File: config.mk
export PLATFORM = sky130hd
export DESIGN_NAME = cpu_registers
export DESIGN_NICKNAME = d
export VERILOG_FILES = /design/src/rtl/cpu_pkg.sv /design/src/rtl/cpu_registers_inc_dec.sv /design/src/rtl/cpu_registers.sv
export SDC_FILE = /design/constraint.sdc
export NUM_CORES = 1
export LEC_CHECK = 0
export CAP_MARGIN = 20
export CORE_ASPECT_RATIO = 0.5
export CORE_UTILIZATION = 48
export DETAILED_ROUTE_END_ITERATION = 6
export PLACE_DENSITY = 0.75
export SLEW_MARGIN = 20
export SYNTH_ARGS = -nofsm -noshare
export SYNTH_HDL_FRONTEND = slang
export SYNTH_SLANG_ARGS = --single-unit
File: constraint.sdc
create_clock -name clk -period 3.9 [get_ports clk]
set_input_delay 0.39 -clock clk [delete_from_list [all_inputs] [get_ports clk]]
set_output_delay 0.39 -clock clk [all_outputs]
set_load 0.1 [all_outputs]
File: src/rtl/cpu_pkg.sv
// Shared encodings for the register file and ALU decode: register selects,
// register pairs, pair/PC operations and CHNZ flag bit positions.
package cpu_pkg;

    typedef enum logic [2:0] {
        SEL_B = 3'd0,
        SEL_C = 3'd1,
        SEL_D = 3'd2,
        SEL_E = 3'd3,
        SEL_H = 3'd4,
        SEL_L = 3'd5,
        SEL_F = 3'd6,
        SEL_A = 3'd7
    } reg_sel_e;

    typedef enum logic [1:0] {
        PAIR_BC = 2'd0,
        PAIR_DE = 2'd1,
        PAIR_HL = 2'd2,
        PAIR_SP = 2'd3
    } pair_sel_e;

    typedef enum logic [1:0] {
        PAIR_NONE  = 2'd0,
        PAIR_WRITE = 2'd1,
        PAIR_INC   = 2'd2,
        PAIR_DEC   = 2'd3
    } pair_op_e;

    typedef enum logic [1:0] {
        PC_HOLD  = 2'd0,
        PC_WRITE = 2'd1,
        PC_INC   = 2'd2,
        PC_RSVD  = 2'd3
    } pc_op_e;

    // Bit positions within the 4-bit CHNZ flag vector (F[7:4] = Z,N,H,C).
    localparam int unsigned FLAG_C = 0;
    localparam int unsigned FLAG_H = 1;
    localparam int unsigned FLAG_N = 2;
    localparam int unsigned FLAG_Z = 3;

endpackage

File: src/rtl/cpu_registers_inc_dec.sv
// 16-bit wrap-around incrementer/decrementer shared by the register-pair
// inc/dec operations.
module inc_dec_16 (
    input  logic [15:0] value,
    input  logic        dec,
    output logic [15:0] result
);

    assign result = dec ? (value - 16'd1) : (value + 16'd1);

endmodule

File: src/rtl/cpu_registers.sv
// 8-bit CPU register file (A,F,B,C,D,E,H,L) with 16-bit pair access, SP and PC.
// Reads are purely combinational from stored state; all writes land on clk.
module cpu_registers
    import cpu_pkg::*;
(
    input  logic        clk,
    input  logic        reset,
    input  logic [2:0]  rd1_sel,
    output logic [7:0]  rd1_data,
    input  logic [2:0]  rd2_sel,
    output logic [7:0]  rd2_data,
    input  logic        wr_en,
    input  logic [2:0]  wr_sel,
    input  logic [7:0]  wr_data,
    input  logic        flag_wr_en,
    input  logic [3:0]  flag_wr_data,
    output logic [3:0]  flags,
    input  logic [1:0]  pair_sel,
    input  logic [1:0]  pair_op,
    input  logic [15:0] pair_wr_data,
    output logic [15:0] pair_data,
    input  logic [1:0]  pc_op,
    input  logic [15:0] pc_wr_data,
    output logic [15:0] pc,
    output logic [15:0] sp
);

    logic [7:0]  reg_a, reg_b, reg_c, reg_d, reg_e, reg_h, reg_l;
    logic [3:0]  flag_q;
    logic [15:0] sp_q, pc_q;

    reg_sel_e    w_sel;
    pair_sel_e   p_sel;
    pair_op_e    p_op;
    pc_op_e      c_op;

    logic [7:0]  reg_view [8];
    logic [15:0] pair_cur;
    logic [15:0] pair_step;
    logic [15:0] pair_next;
    logic [15:0] pc_plus_one;

    assign w_sel = reg_sel_e'(wr_sel);
    assign p_sel = pair_sel_e'(pair_sel);
    assign p_op  = pair_op_e'(pair_op);
    assign c_op  = pc_op_e'(pc_op);

    // F low nibble is not stored, so it reads as zero on every path.
    always_comb begin
        reg_view[SEL_B] = reg_b;
        reg_view[SEL_C] = reg_c;
        reg_view[SEL_D] = reg_d;
        reg_view[SEL_E] = reg_e;
        reg_view[SEL_H] = reg_h;
        reg_view[SEL_L] = reg_l;
        reg_view[SEL_F] = {flag_q, 4'h0};
        reg_view[SEL_A] = reg_a;
    end

    assign rd1_data = reg_view[rd1_sel];
    assign rd2_data = reg_view[rd2_sel];
    assign flags    = flag_q;
    assign sp       = sp_q;
    assign pc       = pc_q;

    always_comb begin
        pair_cur = sp_q;
        case (p_sel)
            PAIR_BC: pair_cur = {reg_b, reg_c};
            PAIR_DE: pair_cur = {reg_d, reg_e};
            PAIR_HL: pair_cur = {reg_h, reg_l};
            PAIR_SP: pair_cur = sp_q;
            default: pair_cur = sp_q;
        endcase
    end

    assign pair_data = pair_cur;

    inc_dec_16 u_inc_dec (
        .value  (pair_cur),
        .dec    (p_op == PAIR_DEC),
        .result (pair_step)
    );

    assign pair_next   = (p_op == PAIR_WRITE) ? pair_wr_data : pair_step;
    assign pc_plus_one = pc_q + 16'd1;

    // Priority is expressed by assignment order: a later non-blocking write to
    // the same register wins, so flag writes beat F byte writes and pair ops
    // beat byte writes to either half of the selected pair.
    always_ff @(posedge clk) begin
        if (reset) begin
            reg_a  <= '0;
            reg_b  <= '0;
            reg_c  <= '0;
            reg_d  <= '0;
            reg_e  <= '0;
            reg_h  <= '0;
            reg_l  <= '0;
            flag_q <= '0;
            sp_q   <= '0;
            pc_q   <= '0;
        end else begin
            if (wr_en) begin
                case (w_sel)
                    SEL_B:   reg_b  <= wr_data;
                    SEL_C:   reg_c  <= wr_data;
                    SEL_D:   reg_d  <= wr_data;
                    SEL_E:   reg_e  <= wr_data;
                    SEL_H:   reg_h  <= wr_data;
                    SEL_L:   reg_l  <= wr_data;
                    SEL_F:   flag_q <= wr_data[7:4];
                    SEL_A:   reg_a  <= wr_data;
                    default: ;
                endcase
            end

            if (flag_wr_en)
                flag_q <= flag_wr_data;

            if (p_op != PAIR_NONE) begin
                case (p_sel)
                    PAIR_BC: {reg_b, reg_c} <= pair_next;
                    PAIR_DE: {reg_d, reg_e} <= pair_next;
                    PAIR_HL: {reg_h, reg_l} <= pair_next;
                    PAIR_SP: sp_q           <= pair_next;
                    default: ;
                endcase
            end

            case (c_op)
                PC_WRITE: pc_q <= pc_wr_data;
                PC_INC:   pc_q <= pc_plus_one;
                default:  ;
            endcase
        end
    end

endmodule
# Word-level counts from Yosys, hierarchy flattened
# Index checks and enable logic that the tools add are counted.
[word_totals] register_bits=92 in_bits=63 out_inout_bits=68 elab_cells=77
[op_classes] add_sub_neg=3 magnitude_cmp=2 eq_ne=14 mux=37 bitwise_logic=2 reduce_logical=9
[ops] op="two-way mux 8 bit" count=28
[ops] op="case mux 16 bit (4 select lines)" count=1
[ops] op="binary-select mux 8 bit (select 3 bit)" count=2
[ops] op="adder 16 x 1 -> 16 bit (second input constant)" count=2
[ops] op="two-way mux 16 bit" count=2
[ops] op="case mux 16 bit (2 select lines)" count=1
[ops] op="subtractor 16 x 1 -> 16 bit (second input constant)" count=1
[ops] op="equality test 3 bit (second input constant)" count=4
[ops] op="two-way mux 4 bit" count=3
[ops] op="equality test 2 bit (second input constant)" count=4
[ops] op=">= comparator 4 bit (second input constant)" count=2
[ops] op="inverter 3 -> 4 bit" count=2
[ops] op="nonzero test 2 bit" count=4
[ops] op="equality test 2 x 1 -> 1 bit (second input constant)" count=3
[ops] op="equality test 3 x 2 -> 1 bit (second input constant)" count=2
[ops] op="AND reduction 2 bit" count=3
[ops] op="equality test 3 x 1 -> 1 bit (second input constant)" count=1
[ops] op="logical NOT 3 bit" count=1
[ops] op="logical NOT 2 bit" count=1

# Longest topological paths before layout
[logic_depth] word_depth=7 ltp_mapped=13 ltp_nobuf=10

# Cells and area by module
# A second synthesis with hierarchy kept.
[unflattened] cells_unflattened=703 hier_area_um2=6443.7
[modules_own_cells] mod="cpu_registers" n_inst=1 cells_each=605 area_per_inst_um2=5705.5 seq_area_each_um2=1841.8
[modules_own_cells] mod="inc_dec_16" n_inst=1 cells_each=98 area_per_inst_um2=738.2 seq_area_each_um2=0.0

# Least setup slack after synthesis
# No wires, ideal clock.
[synth_timing] kind="flip-flop to flip-flop" startpoint="register sp_q[0] (netlist: sp[0])" endpoint="register sp_q[8] (netlist: sp[8])" setup_time_ns=0.063 arrival_ns=4.721 required_time_ns=3.837 slack_ns=-0.885 path_stages_with_launch=11 path_buffers=0 synth_period_minus_slack_ns=4.785 path_cell_list="dfxtp_1 mux2i_1 mux2i_1 fa_1 a21o_1 a41o_1 a2111oi_4 or3_1 a31o_2 mux2_4 nor2_2"
[synth_between] elab_chain_len=4 elab_cells_between_ends=5 cone_classes="add/sub (2); mux (3)"
[synth_lines] element="from (decl)" line_no="cpu_registers.sv:30" text="logic [15:0] sp_q, pc_q;"
[synth_lines] element="from (signal assigned)" line_no="cpu_registers.sv:126" text="PAIR_SP: sp_q <= pair_next;"
[synth_lines] element="case mux 16 bit (4 select lines) *" line_no="cpu_registers.sv:68" text="case (p_sel)"
[synth_lines] element="net pair_data[0]" line_no="cpu_registers.sv:21" text="output logic [15:0] pair_data,"
[synth_lines] element="adder 16 x 1 -> 16 bit or subtractor 16 x 1 -> 16 bit (tied branches)" line_no="cpu_registers_inc_dec.sv:9" text="assign result = dec ? (value - 16'd1) : (value + 16'd1);"
[synth_lines] element="two-way mux 16 bit *" line_no="cpu_registers_inc_dec.sv:9"
[synth_lines] element="two-way mux 16 bit *" line_no="cpu_registers.sv:85" text="assign pair_next = (p_op == PAIR_WRITE) ? pair_wr_data : pair_step;"
# The timed path passes the listed nets; every way through them passes the cells marked *.
# A chain may end at the register's enable or synchronous reset.

# Final worst setup path
[layout_timing] startpoint="input pair_sel[1]" endpoint="register reg_h[4]"
[layout_between] elab_chain_len=7 elab_cells_between_ends=11 cone_classes="add/sub (2); eq/ne (3); mux (5); reduce/logical (1)"
[layout_lines] element="from (decl)" line_no="cpu_registers.sv:18" text="input logic [1:0] pair_sel,"
[layout_lines] element="equality test 2 bit, or another cell as far along" line_no="cpu_registers.sv:68"
[layout_lines] element="case mux 16 bit (4 select lines)" line_no="cpu_registers.sv:68"
[layout_lines] element="adder 16 x 1 -> 16 bit or subtractor 16 x 1 -> 16 bit (tied branches)" line_no="cpu_registers_inc_dec.sv:9"
[layout_lines] element="two-way mux 16 bit" line_no="cpu_registers_inc_dec.sv:9"
[layout_lines] element="two-way mux 16 bit" line_no="cpu_registers.sv:85"
[layout_lines] element="two-way mux 8 bit *" line_no="cpu_registers.sv:122" text="case (p_sel)"
[layout_lines] element="two-way mux 8 bit *" line_no="cpu_registers.sv:121" text="if (p_op != PAIR_NONE) begin"
[layout_lines] element="to (signal assigned)" line_no="cpu_registers.sv:110" text="SEL_H: reg_h <= wr_data;"
[layout_lines] element="to (signal assigned)" line_no="cpu_registers.sv:125" text="PAIR_HL: {reg_h, reg_l} <= pair_next;"
[layout_lines] element="to (decl)" line_no="cpu_registers.sv:28" text="logic [7:0] reg_a, reg_b, reg_c, reg_d, reg_e, reg_h, reg_l;"
# Every way passes the cells marked *; elsewhere a longest branch is shown, timed or not.

==> results.cfg <==
[synthesis]
ys.warnings.count = 0
synth_area_per_cell_um2 = 8.71
netlist_area_mm2 = 0.00672
yosysUniqueCellTypes = 60
ys.flop_type = dfxtp_1
ys_ff_latch = 92
synth_nets = 851
synth-async-reset-ratio = 0
synth_edf_count = 0
ys_seq_area_frac = 0.274
syn_inst = 771

[floorplan]
rows = 30
chipHeight_um = 85.7
core_mm2 = 0.0136
pin_count = 131
die_w_um = 169
dieArea_mm2 = 0.0145
initial_core_util = 0.494

[timing]
slew_headroom = 0.316
worst_pin_slew_ns = 1.02
setup_viol = 0
fin_ws_ns = 0.317
report.final.slew_viol_count = 0
skew_ns = 0.0109
fmax_ghz = 0.279
grt_setup_unrepaired = false
period_share = 0.919
finalCriticalPeriod_ns = 3.58
hold_viol_final = 0

[finish]
multiInputGateArea_mm2 = 0.00462
fillCellCount = 1189
fin_area_mm2 = 0.00861
areaGrowthSynthToFinish_pct = 28.1
layout-drive-gt1-share = 0.192
final_core_util = 0.634
num-nets-final = 969
n_antenna_cell = 0
regArea_mm2 = 0.00184

[global_routing]
track_usage = 0.316
grt_max_degree = 63
grt-ovfl-total = 0
grt_pass1_vias = 6223
grt_pass1_wl_mm = 35.1
antenna_found_initial = 0

[placement]
dp_slack_ns = -0.0344
io_buffers = 130
placed_area_mm2 = 0.00828
hpwl_mm = 17.0
gp_congestion = 0.987

[power]
p_leak_nw = 3.34
p_per_area_mw_per_mm2 = 385
worst_ir_drop_vdd_mv = 0.256

[clock_tree]
postCtsHoldBufs = 0
cts_buffer_depth = 2
cts_tree = yes
cts_setup_buffers = 0
clockRootBuffer = clkbuf_16
cts_max_level = 3
cts.sink_count = 92
cts_inserted_buffers = 9
ctsResizeCount = 0
cts.reportedPaths.clkPinSlew_ns = 0.07
clock_latency_ns = 0.35

[critical_path]
end_kind = flip-flop
critPathRequiredTime_ns = 4.11
startpoint_type = input port
cp.arrival_ns = 3.79
path_class = input port to flip-flop
crit_fanout = 6

[run_status]
status = finished clean

[drt]
dr_total_vias = 6810
drt-initial-drc-count = 756
wire_per_inst_um = 20.7
ant_nets = 0
drc = 0
firstDrtPassIters = 5
vias_per_cell = 6.27
drt_wl_total_mm = 22.5

[flow_run]
maxCapViolCount = 0

[hold_path]
holdCritPathClass = flip-flop to flip-flop
-- synthesized netlist by cell type, drive strengths merged (2+ instances only) --
cell,number,area [um2]
dfxtp,92,1840
nor2,83,314
nand2,75,282
a211oi,74,556
clkbuf,55,206
a21oi,52,260
mux4,43,968
nor2b,31,194
o21ai,28,140
mux2,25,285
mux2i,22,220
a21o,17,128
nand3,17,90.1
ha,16,200
nor3,14,70.1
a22oi,8,60.1
buf,8,40.0
inv,8,30.0
o21bai,8,60.1
a311oi,7,61.3
and2,7,43.8
nor3b,6,45.0
o2111ai,6,52.6
o211ai,6,45.0
xnor2,6,60.1
nand3b,5,37.5
a31oi,4,25.0
nand2b,4,25.0
or3,4,25.0
or4,4,30.0
a2111oi,3,51.3
a31o,3,26.3
o21a,3,22.5
or2,3,18.8
nand4,2,12.5
nand4b,2,17.5
nor4,2,12.5
o22ai,2,12.5
o31a,2,17.5
xor2,2,17.5
-- area by class of cell --
cell class / count / share of cell area
multi-input combinational: 607 / 0.537
sequential: 92 / 0.214
timing repair buffer: 170 / 0.179
clock buffer: 11 / 0.0282
tap: 192 / 0.0279
clock inverter: 5 / 0.00974
inverter: 9 / 0.00392
-- worst paths after layout --
check,from,to,slack [ns],cells past startpoint
worst max register to register,sp[0],reg_h[4],0.73,10
worst min register to register,reg_a[7],reg_a[7],0.47,2
worst min-delay path,reg_a[7],reg_a[7],0.47,2
worst max-delay path,pair_sel[1],reg_h[4],0.32,10
-- through the flow --
stage | TNS [ns] | hold slack, ns | power (mW) | std cells
finish | 0 | 0.468 | 3.32 | 1086
global route | 0 | 0.491 | 3.43 | 1086
CTS | 0 | 0.470 | 3.30 | 1086
detailed placement | -0.200 | 0.462 | 2.35 | 1070
global placement | 0 | 0.455 | 2.33 | 1070
floorplan | 0 | 0.442 | 1.98 | 771
-- cell usage in the layout (no fill, tap or decap), types with 5 or more instances in the layout --
cell	count
clkdlybuf4s50_1	97
dfxtp_1	92
nor2_1	82
nand2_1	75
a211oi_1	74
buf_4	70
a21oi_1	52
mux4_2	43
nor2b_1	31
mux2_2	24
mux2i_1	21
o21ai_0	20
a21o_1	17
nand3_1	16
ha_1	16
nor3_1	13
clkbuf_16	9
inv_1	8
a22oi_1	8
o21ai_1	8
o21bai_1	8
and2_1	7
a311oi_1	7
o2111ai_1	6
o211ai_1	6
nand3b_1	5
xnor2_1	5
-- state kept, by name (all words and copies together) (netlist names) --
signal and flops:
pc 16, sp 16, reg_a 8, reg_b 8
reg_c 8, reg_d 8, reg_e 8, reg_h 8
reg_l 8, flags 4
-- cell families (layout without fill, tap and decap cells) --
kind of cell | Yosys count | count (layout) | share of synthesized area
AND/OR/NAND/NOR | 262 | 262 | 0.185
AO/OA/AOI/OAI | 230 | 230 | 0.236
flip-flops | 92 | 92 | 0.274
multiplexers | 90 | 90 | 0.219
buffers and inverters | 72 | 195 | 0.0417
adder cells (fa/ha/maj) | 17 | 17 | 0.0328
XOR/XNOR | 8 | 8 | 0.0115
-- worst max-delay path, cell delays in order --
cell             delay [ns]
clkdlybuf4s50_1        0.66
mux4_2                 0.59
fa_1                   0.41
a21o_1                 0.18
a41o_1                 0.29
a2111oi_4              0.42
o31ai_2                0.16
or4_1                  0.43
nand3_2                0.14
a311oi_1               0.11
-- report_power, final --
| part | internal (mW) | switching, mW |
|---|---|---|
| Sequential | 1.01 | 0.0913 |
| Combinational | 0.427 | 0.826 |
| Clock | 0.582 | 0.384 |
| Total | 2.01 | 1.30 |
-- per-layer routing --
| layer | routed length, um | track usage | up-vias |
|---|---|---|---|
| li1 | - | - | 3158 |
| met1 | 10200 | 0.465 | 3250 |
| met2 | 9400 | 0.471 | 375 |
| met3 | 2690 | 0.0831 | 27 |
| met4 | 214 | 0.0500 | 0 |
| met5 | 0 | 0 | - |
Note: power is estimated with default switching activity, not from simulation.
